File: config.mk
export PLATFORM = sky130hd
export DESIGN_NAME = mem_scan_reader
export DESIGN_NICKNAME = d
export VERILOG_FILES = /design/src/rtl/mem_pkg.sv /design/src/rtl/mem_rd_skid.sv /design/src/rtl/mem_scan_reader.sv
export SDC_FILE = /design/constraint.sdc
export NUM_CORES = 1
export LEC_CHECK = 0
export ABC_AREA = 1
export CAP_MARGIN = 5
export CELL_PAD_IN_SITES_DETAIL_PLACEMENT = 0
export CELL_PAD_IN_SITES_GLOBAL_PLACEMENT = 1
export CORE_MARGIN = 2
export CORE_UTILIZATION = 35
export CTS_BUF_LIST = sky130_fd_sc_hd__clkbuf_8 sky130_fd_sc_hd__clkbuf_16
export DETAILED_ROUTE_END_ITERATION = 16
export MAX_ROUTING_LAYER = met4
export PLACE_DENSITY = 0.73
export SYNTH_ARGS = -nofsm -noshare
export SYNTH_HDL_FRONTEND = slang
export SYNTH_SLANG_ARGS = --single-unit
File: constraint.sdc
create_clock -name clk -period 2.3 [get_ports clk]
set_clock_uncertainty 0.15 [all_clocks]
set_input_delay 0.345 -clock clk [delete_from_list [all_inputs] [get_ports clk]]
set_output_delay 0.345 -clock clk [all_outputs]
set_load 0.005 [all_outputs]
File: src/rtl/mem_pkg.sv
// Shared constants and types for the RAM scan/clear reader.
//   MEM_DEPTH / MEM_ADDR_W : geometry of the Kx1024 synchronous RAM
//   scan_state_t           : reader FSM states
package mem_pkg;

    localparam int unsigned MEM_DEPTH  = 1024;
    localparam int unsigned MEM_ADDR_W = 10;

    typedef enum logic [1:0] {
        IDLE,
        CLEAR,
        SCAN,
        DRAIN
    } scan_state_t;

endpackage

File: src/rtl/mem_rd_skid.sv
// Two-entry FIFO holding {data, last} for words read back from the RAM.
// Push and pop in the same cycle are legal. The head entry is held in a register,
// so pop_data/pop_last stay stable while the consumer stalls.
//   clk, rst_n           clock, asynchronous active-low reset
//   push, push_data/last write one entry
//   pop                  remove the head entry (only when not empty)
//   pop_data/last        head entry
//   count, full, empty   occupancy
module mem_rd_skid #(
    parameter int unsigned DATA_W = 8
) (
    input  logic              clk,
    input  logic              rst_n,
    input  logic              push,
    input  logic [DATA_W-1:0] push_data,
    input  logic              push_last,
    input  logic              pop,
    output logic [DATA_W-1:0] pop_data,
    output logic              pop_last,
    output logic [1:0]        count,
    output logic              full,
    output logic              empty
);

    logic [DATA_W-1:0] data_q [2];
    logic              last_q [2];
    logic              wr_idx_q, rd_idx_q;
    logic [1:0]        count_q, count_d;

    always_comb begin
        count_d = count_q;
        if (push && !pop) begin
            count_d = count_q + 2'd1;
        end else if (pop && !push) begin
            count_d = count_q - 2'd1;
        end
    end

    always_ff @(posedge clk or negedge rst_n) begin
        if (!rst_n) begin
            data_q[0] <= '0;
            data_q[1] <= '0;
            last_q[0] <= 1'b0;
            last_q[1] <= 1'b0;
            wr_idx_q  <= 1'b0;
            rd_idx_q  <= 1'b0;
            count_q   <= 2'd0;
        end else begin
            if (push) begin
                data_q[wr_idx_q] <= push_data;
                last_q[wr_idx_q] <= push_last;
                wr_idx_q         <= ~wr_idx_q;
            end
            if (pop) begin
                rd_idx_q <= ~rd_idx_q;
            end
            count_q <= count_d;
        end
    end

    assign pop_data = data_q[rd_idx_q];
    assign pop_last = last_q[rd_idx_q];
    assign count    = count_q;
    assign full     = (count_q == 2'd2);
    assign empty    = (count_q == 2'd0);

endmodule

File: src/rtl/mem_scan_reader.sv
// Reader/initiator for a Kx1024 synchronous RAM (registered 1-cycle read, sync write).
// Streams addresses 0..len-1 out as a valid/ready stream, or writes CLEAR_VAL to every word.
//   clk, rst_n                 clock shared with the RAM, asynchronous active-low reset
//   start_scan, len            scan request and length (clamped to DEPTH)
//   start_clear                clear request (wins over start_scan)
//   mem_wr/addr/d_i, mem_d_o   RAM interface
//   out_valid/ready/data/last  output stream, out_last on the word from addr len-1
//   busy, done                 not idle; 1-cycle completion pulse
module mem_scan_reader
    import mem_pkg::*;
#(
    parameter int unsigned       DATA_W    = 8,
    parameter int unsigned       ADDR_W    = MEM_ADDR_W,
    parameter int unsigned       DEPTH     = MEM_DEPTH,
    parameter logic [DATA_W-1:0] CLEAR_VAL = '0
) (
    input  logic              clk,
    input  logic              rst_n,
    input  logic              start_scan,
    input  logic              start_clear,
    input  logic [ADDR_W:0]   len,
    output logic              mem_wr,
    output logic [ADDR_W-1:0] mem_addr,
    output logic [DATA_W-1:0] mem_d_i,
    input  logic [DATA_W-1:0] mem_d_o,
    output logic              out_valid,
    input  logic              out_ready,
    output logic [DATA_W-1:0] out_data,
    output logic              out_last,
    output logic              busy,
    output logic              done
);

    localparam logic [ADDR_W:0] DepthL   = (ADDR_W + 1)'(DEPTH);
    localparam logic [ADDR_W:0] LastAddr = DepthL - 1'b1;

    scan_state_t       state_q, state_d;
    logic [ADDR_W:0]   rd_ptr_q, rd_ptr_d;
    logic [ADDR_W:0]   len_q, len_d;
    logic              inflight_q, inflight_last_q, issue_last;
    logic              done_q, done_d;
    logic [ADDR_W-1:0] addr_hold_q;

    logic              issue, pop;
    logic [1:0]        fifo_count;
    logic              fifo_full, fifo_empty;
    logic [2:0]        credit;

    assign out_valid = ~fifo_empty;
    assign pop       = out_valid & out_ready;
    // Words already committed to the FIFO once the current pop and the read in flight settle.
    assign credit    = {1'b0, fifo_count} + {2'b00, inflight_q} - {2'b00, pop};

    always_comb begin
        state_d    = state_q;
        rd_ptr_d   = rd_ptr_q;
        len_d      = len_q;
        done_d     = 1'b0;
        issue      = 1'b0;
        issue_last = 1'b0;
        mem_wr     = 1'b0;
        mem_d_i    = '0;
        mem_addr   = addr_hold_q;
        case (state_q)
            IDLE: begin
                if (start_clear) begin
                    state_d  = CLEAR;
                    rd_ptr_d = '0;
                end else if (start_scan) begin
                    if (len == '0) begin
                        done_d = 1'b1;
                    end else begin
                        state_d  = SCAN;
                        rd_ptr_d = '0;
                        len_d    = (len > DepthL) ? DepthL : len;
                    end
                end
            end
            CLEAR: begin
                mem_wr   = 1'b1;
                mem_d_i  = CLEAR_VAL;
                mem_addr = rd_ptr_q[ADDR_W-1:0];
                rd_ptr_d = rd_ptr_q + 1'b1;
                if (rd_ptr_q == LastAddr) begin
                    state_d = IDLE;
                    done_d  = 1'b1;
                end
            end
            SCAN: begin
                mem_addr = rd_ptr_q[ADDR_W-1:0];
                if (credit < 3'd2) begin
                    issue    = 1'b1;
                    rd_ptr_d = rd_ptr_q + 1'b1;
                    if (rd_ptr_q == len_q - 1'b1) begin
                        issue_last = 1'b1;
                        state_d    = DRAIN;
                    end
                end
            end
            DRAIN: begin
                if (pop && out_last) begin
                    state_d = IDLE;
                    done_d  = 1'b1;
                end
            end
            default: state_d = IDLE;
        endcase
    end

    always_ff @(posedge clk or negedge rst_n) begin
        if (!rst_n) begin
            state_q         <= IDLE;
            rd_ptr_q        <= '0;
            len_q           <= '0;
            inflight_q      <= 1'b0;
            inflight_last_q <= 1'b0;
            done_q          <= 1'b0;
            addr_hold_q     <= '0;
        end else begin
            state_q         <= state_d;
            rd_ptr_q        <= rd_ptr_d;
            len_q           <= len_d;
            inflight_q      <= issue;
            inflight_last_q <= issue_last;
            done_q          <= done_d;
            addr_hold_q     <= mem_addr;
        end
    end

    // Read data appears on mem_d_o the cycle after its address was issued.
    mem_rd_skid #(
        .DATA_W (DATA_W)
    ) u_skid (
        .clk       (clk),
        .rst_n     (rst_n),
        .push      (inflight_q),
        .push_data (mem_d_o),
        .push_last (inflight_last_q),
        .pop       (pop),
        .pop_data  (out_data),
        .pop_last  (out_last),
        .count     (fifo_count),
        .full      (fifo_full),
        .empty     (fifo_empty)
    );

    assign busy = (state_q != IDLE);
    assign done = done_q;

endmodule

# Word-level counts from Yosys, hierarchy flattened
# Index checks and enable logic that the tools add are counted.
# word_totals
reg_bits,59
input_bits,24
output_inout_bits,31
word_cells,101
# op_classes
n_addsub,6
order_cmp,5
n_eq_ne,11
n_mux,41
bitwise_logic,8
n_reduce_logical,16
# ops
op,count
$mux W11,5
$pmux W11 S3,1
$mux W8,4
$mux W2,9
$bwmux W16,1
$mux W1,15
$add A11 B1 Y11 const B,1
$eq A11 B10 Y1 const B,1
$eq A11 B11 Y1,1
$gt A11 B11 Y1 const B,1
$logic_not A11 Y1,1
$sub A11 B1 Y11 const B,1
$mux W10,1
$demux W8 S1,1
$ne A2 B2 Y1 const B,4
$pmux W2 S4,1
$reduce_and A4 Y1,2
$ne A3 B3 Y1 const B,2
$reduce_and A6 Y1,1
$not A1 Y1,5
$eq A2 B2 Y1 const B,2
$ge A2 B2 Y1 const B,2
$logic_and A1 B1 Y1,4
$logic_not A2 Y1,2
other kinds (16),19

# Depth between registers and ports, before layout
# depth
ltp_word,7
ltp_mapped,17
ltp_nobuf,17

# By module
# From an unflattened synthesis, not the netlist that was laid out.
# unflattened
hier_cells,427
hier_area_um2,3498.4
# modules_own_cells
module,instances,cells_each,area_each_um2,seq_area_each_um2
mem_scan_reader,1,326,2486.1,925.9
mem_rd_skid,1,101,1012.2,550.5

# Worst setup path before layout
# No wires, ideal clock.
# synth_timing
path_kind,register to register
from,register u_skid.count_q[1] (netlist: u_skid.count[1])
to,register state_q[0]
setup_ns,0.117
arrival_time_ns,2.346
required_ns,2.033
setup_slack_ns,-0.312
path_stages_with_launch,16
path_buffers,0
period_less_slack_ns,2.612
path_cell_list,dfrtp_1 inv_1 nand2_1 nand2_1 inv_1 ha_1 nor2_1 fa_1 nor3_1 nor2_1 inv_1 nand3_1 nor2_1 nand2_1 nand2_1 nand2_1
# synth_between
elab_chain_cells,7
elab_cells_between_ends,10
cone_classes,2 x add/sub; 1 x order compare; 2 x eq/ne; 2 x bitwise; 3 x reduce/logical
# synth_rtl
element,line_no,rtl
"start, declared",mem_rd_skid.sv:28,"logic [1:0] count_q, count_d;"
"start signal, assigned",mem_rd_skid.sv:57,count_q <= count_d;
$logic_not A2 Y1 *,mem_rd_skid.sv:65,assign empty = (count_q == 2'd0);
$not A1 Y1 *,mem_scan_reader.sv:49,assign out_valid = ~fifo_empty;
via out_valid,mem_scan_reader.sv:26,"output logic out_valid,"
$and A1 B1 Y1 *,mem_scan_reader.sv:50,assign pop = out_valid & out_ready;
via pop,mem_scan_reader.sv:44,"logic issue, pop;"
$sub A3 B1 Y3,mem_scan_reader.sv:52,"assign credit = {1'b0, fifo_count} + {2'b00, inflight_q} - {2'b00, pop};"
$lt A3 B2 Y1,mem_scan_reader.sv:91,if (credit < 3'd2) begin
$ne A2 B2 Y1 (no source line),-,
$reduce_and A6 Y1 (no source line) *,-,
"end signal, assigned",mem_scan_reader.sv:120,state_q <= state_d;
"end, declared",mem_scan_reader.sv:37,"scan_state_t state_q, state_d;"
# Mark *: on every way through the listed nets, which the timed path passes. The rest lies on a longest branch.
# A chain may end at the register's enable or synchronous reset.

# Worst setup path in the final report
# layout_timing
from,register u_skid.count_q[1] (netlist: u_skid.count[1])
to,register rd_ptr_q[9]
# layout_between
elab_chain_cells,7
elab_cells_between_ends,8
cone_classes,2 x add/sub; 1 x order compare; 1 x eq/ne; 2 x bitwise; 2 x reduce/logical
# layout_rtl
element,line_no,rtl
$logic_not A2 Y1,mem_rd_skid.sv:65,
$not A1 Y1,mem_scan_reader.sv:49,
$and A1 B1 Y1,mem_scan_reader.sv:50,
via pop,mem_scan_reader.sv:44,
$sub A3 B1 Y3,mem_scan_reader.sv:52,
$lt A3 B2 Y1,mem_scan_reader.sv:91,
$ne A2 B2 Y1 (no source line),-,
$reduce_and A4 Y1 (no source line),-,
"end signal, assigned",mem_scan_reader.sv:121,rd_ptr_q <= rd_ptr_d;
"end, declared",mem_scan_reader.sv:38,"logic [ADDR_W:0] rd_ptr_q, rd_ptr_d;"
# The timed path passes the listed nets, and every way through them passes these cells.

==> impl_metrics.py <==
metrics = {
    "hold_path": {
        "hold_path_end": "addr_hold_q[4]",
        "hold_path.startpoint": "addr_hold_q[4]",
        "hold_path_class": "flop to flop",
        "whs_path_depth": 2,
    },
    "timing": {
        "setup_tns_ns": -1.63,
        "finalHoldViolCount": 0,
        "maxSlewViolCount": 0,
        "worstMarginPinSlew_ns": 0.577,
        "post-route-period-util": 1.06,
        "fin_ws_ns": -0.143,
        "max-slew-margin-rel": 0.616,
        "grt_setup_unrepaired": "true",
        "whs_ns": 0.320,
        "finalSetupViolCount": 13,
        "fmaxAchievable_mhz": 409,
        "final.min_clock_period_ns": 2.44,
    },
    "finish": {
        "antenna_cells_inserted": 0,
        "final_cells": 682,
        "util_after_layout": 0.479,
        "fin_area_sq_um": 4610,
        "drive_gt1_frac": 0.177,
        "area_growth_pct": 34.4,
        "fin_nets": 578,
    },
    "critical_path": {
        "reg2reg_to": "rd_ptr_q[9]",
        "timing.rr.start": "u_skid.count[1]",
        "worst_setup_path_end_kind": "flop",
        "cp-start-kind": "flop",
        "path_class": "flop to flop",
        "cp_max_fo": 5,
        "critPathRequiredTime_ns": 2.42,
        "worst_ep_arrival_time_ns": 2.56,
        "r2r.worst_path.cells": 13,
        "reg2reg_setup_slack_ns": -0.14,
    },
    "floorplan": {
        "die_width_um": 103,
        "io_pins": 55,
        "area_of_the_die_sq_um": 10600,
        "floorplan.initialDensity": 0.356,
        "core_area_sq_um": 9640,
        "die_height_um": 103,
        "site_row_count": 36,
    },
    "run_status": {
        "outcome": "complete, but fails checks",
        "violations": "negative setup slack",
    },
    "logic_synthesis": {
        "ys_warn_count": 0,
        "muxShareOfSynthArea": 0,
        "dominant_combinational_cell_family_by_area_after_synthesis": "simple AND/OR/NAND/NOR gates",
        "ys_ff_latch": 59,
        "top_cells_by_instance_count_after_synthesis": "166 x nand2_1, 59 x dfrtp_1, 53 x inv_1",
        "synth.yosys.seq_area_share": 0.430,
        "synth_top_cell_by_area": "dfrtp_1",
        "synthAdderAreaFrac": 0.0386,
        "synth-edff-count": 0,
        "synthXorXnorAreaFrac": 0.0379,
        "synth_area_leaders": "dfrtp_1 43%, nand2_1 18%, o21ai_0 5.8%",
        "synth-simple-area-share": 0.327,
        "synth.top_cell.area_share": 0.430,
        "synth_area_per_cell_sq_um": 7.34,
        "synth-async-reset-ratio": 1.00,
        "post_synth_instance_area_sq_um": 3430,
        "yosysUniqueCellTypes": 37,
        "syn_inst": 468,
        "dominantRegCellSynth": "dfrtp_1",
        "compound_gate_portion_of_the_synthesized_area": 0.0692,
        "synthMostInstantiatedCell": "nand2_1",
    },
    "job": {
        "timing.max_cap.violations": 0,
    },
    "global_route": {
        "globalRoute.totalOverflow": 0,
        "grt_first_pass_wirelength_um": 13700,
        "grt_antenna_before_repair": 0,
        "largest_net_degree_at_the_start_of_global_routing": 27,
        "use_met1": 0.215,
        "grt_use_met2": 0.276,
        "grt_use_met3": 0.0373,
        "top_usage_layer": "met2",
        "first_global_vias": 2947,
        "grt_usage": 0.170,
    },
    "placed_design": {
        "routabilityCongestion": 0.868,
        "place_hpwl_um": 5920,
        "placed_area_sq_um": 4160,
        "placement.io_buffers": 46,
        "place.detailed.instances": 655,
    },
    "routing": {
        "route.final.wire_length_um": 8390,
        "drt_first_iter_violations": 105,
        "detailedRoute.firstPassIterationCount": 5,
        "post_drt_via_cell_ratio": 4.57,
        "route.antenna.remaining_nets": 0,
        "route.vias.total": 3115,
        "drc_errors": 0,
        "wl_per_cell_um": 12.3,
    },
    "clock_network": {
        "cts-root-to-sink-buffers": 2,
        "clk_transition_reported_paths_ns": 0.08,
        "htree_levels": 3,
        "cts_tree": "done",
        "cts-buffers-inserted": 9,
        "clock_latency_ns": 0.33,
        "cell_at_the_root_of_the_clock_tree": "clkbuf_8",
        "cts_num_sinks": 59,
    },
    "power": {
        "p_per_area_nw_per_um2": 1340,
        "vdd_drop_max_v": 0.000654,
        "cellLeakagePower_nw": 2.34,
    },
}
worst max-delay path by stage:
stage	start	to	slack [ns]	cells after the start
6_report	u_skid.count[1]	rd_ptr_q[9]	-0.14	13
4_1_cts	state_q[1]	mem_addr[5]	-0.17	6
2_1_floorplan	u_skid.count[1]	state_q[0]	-0.07	17
3_3_place_gp	out_ready	rd_ptr_q[2]	-0.37	12
5_1_grt	u_skid.count[1]	rd_ptr_q[7]	-0.27	13
3_5_place_dp	out_ready	rd_ptr_q[4]	-0.39	12
critical path, cell delays in order, from the launching register on:
cell	delay, ns
dfrtp_1	0.39
inv_2	0.06
nand2_2	0.06
nand2_2	0.07
inv_2	0.05
ha_4	0.21
nor2_4	0.08
fa_2	0.46
nor3_4	0.25
nor2_4	0.06
nor3_4	0.27
buf_6	0.17
nand2_2	0.05
nand2_1	0.05
cell usage in the layout (no fill, tap or decap), types with 4 or more instances in the layout:
master,n
clkdlybuf4s50_1,35
nand4_1,5
o21ai_0,32
clkbuf_8,11
o21ai_2,8
nor2_1,32
conb_1,8
inv_2,8
inv_1,47
xor2_1,10
buf_4,24
nand3_1,33
nand2_1,158
nor2_4,5
dfrtp_1,59
nor3_1,4
ha_1,7
nand2_2,11
report_power, final:
part	switching, mW	internal (mW)	total [mW]
sequential	0.243	1.39	1.64
combinational	1.84	1.57	3.41
clock	0.437	0.673	1.11
per-layer routing:
layer,vias up,wire (um)
met5,-,0
met4,0,155
met3,15,268
li1,1605,-
met2,61,4100
met1,1434,3870
layout make-up:
cell class	count	area, sq um
flip-flops and latches	59	1480
clock buffers	11	151
clock inverters	5	85.1
fillers	990	5020
inverters	57	223
repair buffers	76	724
multi-input cells	341	1790
well taps	133	166
what timing repair did:
| action | in CTS | in global routing |
|---|---|---|
| gates cloned | 1 | 1 |
| hold endpoints to repair | 21 | 0 |
| hold buffers | 1 | 0 |
| gates resized for setup | 35 | 28 |
| pin swaps | 4 | 6 |
| setup endpoints to repair | 23 | 20 |
| buffers inserted | 5 | 3 |
through the flow:
step | power (mW) | worst slack (ns)
3_3_place_gp | 4.53 | -0.366
5_1_grt | 6.71 | -0.273
2_1_floorplan | 3.46 | -0.0746
6_report | 6.16 | -0.143
4_1_cts | 5.97 | -0.174
3_5_place_dp | 4.57 | -0.388
kinds of logic after synthesis:
group           count (synthesis)
simple gates                  263
xor+xnor                       14
flops                          59
compound gates                 46
other cells                     1
fa+ha+maj                      10
buf+inv                        75
flip-flops by register name, indices dropped and copies added (netlist names):
name,cells
u_skid.count,2
rd_ptr_q,11
addr_hold_q,10
inflight_q,1
state_q,2
done,1
u_skid.last_q,2
inflight_last_q,1
u_skid.data_q,16
u_skid.wr_idx_q,1
u_skid.rd_idx_q,1
len_q,11
Note: power is estimated with default switching activity, not from simulation.
==> variant (same flow settings) <==
Change the package constant `MEM_ADDR_W` from 10 to 11.
--- a/src/rtl/mem_pkg.sv
+++ b/src/rtl/mem_pkg.sv
@@ -5,5 +5,5 @@
 
     localparam int unsigned MEM_DEPTH  = 1024;
-    localparam int unsigned MEM_ADDR_W = 10;
+    localparam int unsigned MEM_ADDR_W = 11;
 
     typedef enum logic [1:0] {
Ports: changed (resized len and mem_addr); port bits go from 55 to 57. No check against the original RTL was run, so the function may have changed too.
==> variant against the original RTL <==
Synthesized area is 4.6% higher; die area is 4.5% higher; global-route usage is 0.42 points lower; final area is 0.57% higher; routed wire length is 0.94% higher; sequential share of layout area is 1.5 points higher; total power is 5.7% lower; the run still ends with setup timing left; worst hold slack hardly changed; sequential cell count is 3 higher; worst setup slack better by 0.52 ps.
==> variant: results (changes against the original RTL) <==
* DRT iter0 DRCs at 147 (was 105)
* Final worst setup slack at -143 ps (about the same)
* Clock buf/inv share at 0.0458 (was 0.0512)
* NumNets Final at 582 (was 578)
* DP Wirelength at 6220 um (was 5920 um)
* Worst-path fanout max at 12 (was 5)
* WL/cell at 12.4 um (was 12.3 um)
* Slowest cell on crit path: dfrtp_1 (was fa_2)
* M3 GR Usage at 0.0278 (was 0.0373)
* Fraction of area in registers at 0.335 (was 0.320)
* Met2 Use GR at 0.268 (was 0.276)
* RePlAce Congestion at 0.834 (was 0.868)
* Peak supply drop at 0.000470 V (was 0.000654 V)
* # clk buffers at 9 (was 11)
* #MultiIn Comb at 344 (was 341)
* Multi-input combinational area share at 0.387 (about the same)
* Sequential element share of the synthesized area at 0.432 (was 0.430)
* Fillers at 1017 (was 990)
* Avg Cell Area, Syn at 7.53 um^2 (was 7.34 um^2)
* Post-Synth Adder-Cell Area at 0.0334 (was 0.0386)
* Cell count after placement at 665 (was 655)
* Clock buffer depth at 2 (unchanged)
* Leak at 2.30 nW (was 2.34 nW)
* Pin count of the biggest net entering global routing at 63 (was 27)
* Crit path largest cell delay at 400 ps (was 460 ps)
* Post-Synth XOR/XNOR Area at 0.0341 (was 0.0379)
* Via density per instance at 4.60 (was 4.57)
* Non-clk bufs at 71 (was 76)
* Biggest regs: u_skid.data_q (16), len_q (12), rd_ptr_q (12) (was u_skid.data_q (16), len_q (11), rd_ptr_q (11))
* Routed wl met2 at 4090 um (was 4100 um)
* Non-clock buffer share at 0.147 (was 0.157)
* Share of layout cells above drive strength 1 at 0.170 (was 0.177)
* Failing checks: setup timing (unchanged)
* Non-clock inverters at 60 (was 57)
* DRT Wirelength at 8470 um (was 8390 um)
* Switch Pwr at 2.37 mW (was 2.52 mW)
* GRT Util Overall at 0.166 (was 0.170)
* Metal3 WL at 220 um (was 268 um)
* H-tree depth at 3 (unchanged)
* Relative slew slack at 0.654 (was 0.616)
* # setup viols final at 14 (was 13)
* Yosys reg bits at 62 (was 59)
* Met1 Use GR at 0.213 (was 0.215)
* Complex-gate fraction of the synthesized area at 0.0947 (was 0.0692)
* Number of global-route vias before repair at 3122 (was 2947)
* First-pass GRT wire length at 14600 um (was 13700 um)
* M1 WL at 4110 um (was 3870 um)
* Yosys cell types at 38 (was 37)
* Run status: complete, but fails checks (unchanged)
-- variant: what timing repair did --
item                                   CTS  global route
pin swaps                                1             4
resized for setup                       36             8
setup endpoints to repair               25            20
cloned                                   0             1
endpoints found under the hold margin   62             0
hold buffers                             1             0
setup buffers                            2             1
-- variant: power groups by stage --
| stage | registers, mW | logic [mW] | clock network, mW |
|---|---|---|---|
| after floorplan | 1.59 | 1.92 | 0 |
| final | 1.63 | 3.13 | 1.05 |
| after global routing | 1.68 | 3.56 | 1.13 |
| after detailed placement | 1.65 | 2.96 | 0 |
| after CTS | 1.63 | 3.05 | 1.09 |
| after global placement | 1.64 | 2.92 | 0 |
-- variant: final timing paths --
path	startpoint	cells after the start	slack (ps)	endpoint
max reg2reg	u_skid.count[1]	15	-140	rd_ptr_q[7]
max	u_skid.count[1]	15	-140	rd_ptr_q[7]
max in group asynchronous	rst_n	3	1320	len_q[0]
min	addr_hold_q[5]	2	320	addr_hold_q[5]
min reg2reg	addr_hold_q[5]	2	320	addr_hold_q[5]
min in group asynchronous	rst_n	3	390	u_skid.data_q[13]
-- variant: per-stage QoR --
| step | hold slack [ps] | setup slack, ps | area, um^2 | setup TNS, ps | total power, mW |
|---|---|---|---|---|---|
| 6_report | 320 | -143 | 4640 | -1570 | 5.81 |
| 2_1_floorplan | -101 | -127 | 3650 | -1200 | 3.51 |
| 3_3_place_gp | 238 | -352 | 4350 | -4740 | 4.56 |
| 4_1_cts | 324 | -150 | 4610 | -1720 | 5.77 |
| 5_1_grt | 367 | -280 | 4640 | -3330 | 6.37 |
| 3_5_place_dp | 238 | -415 | 4350 | -5630 | 4.61 |
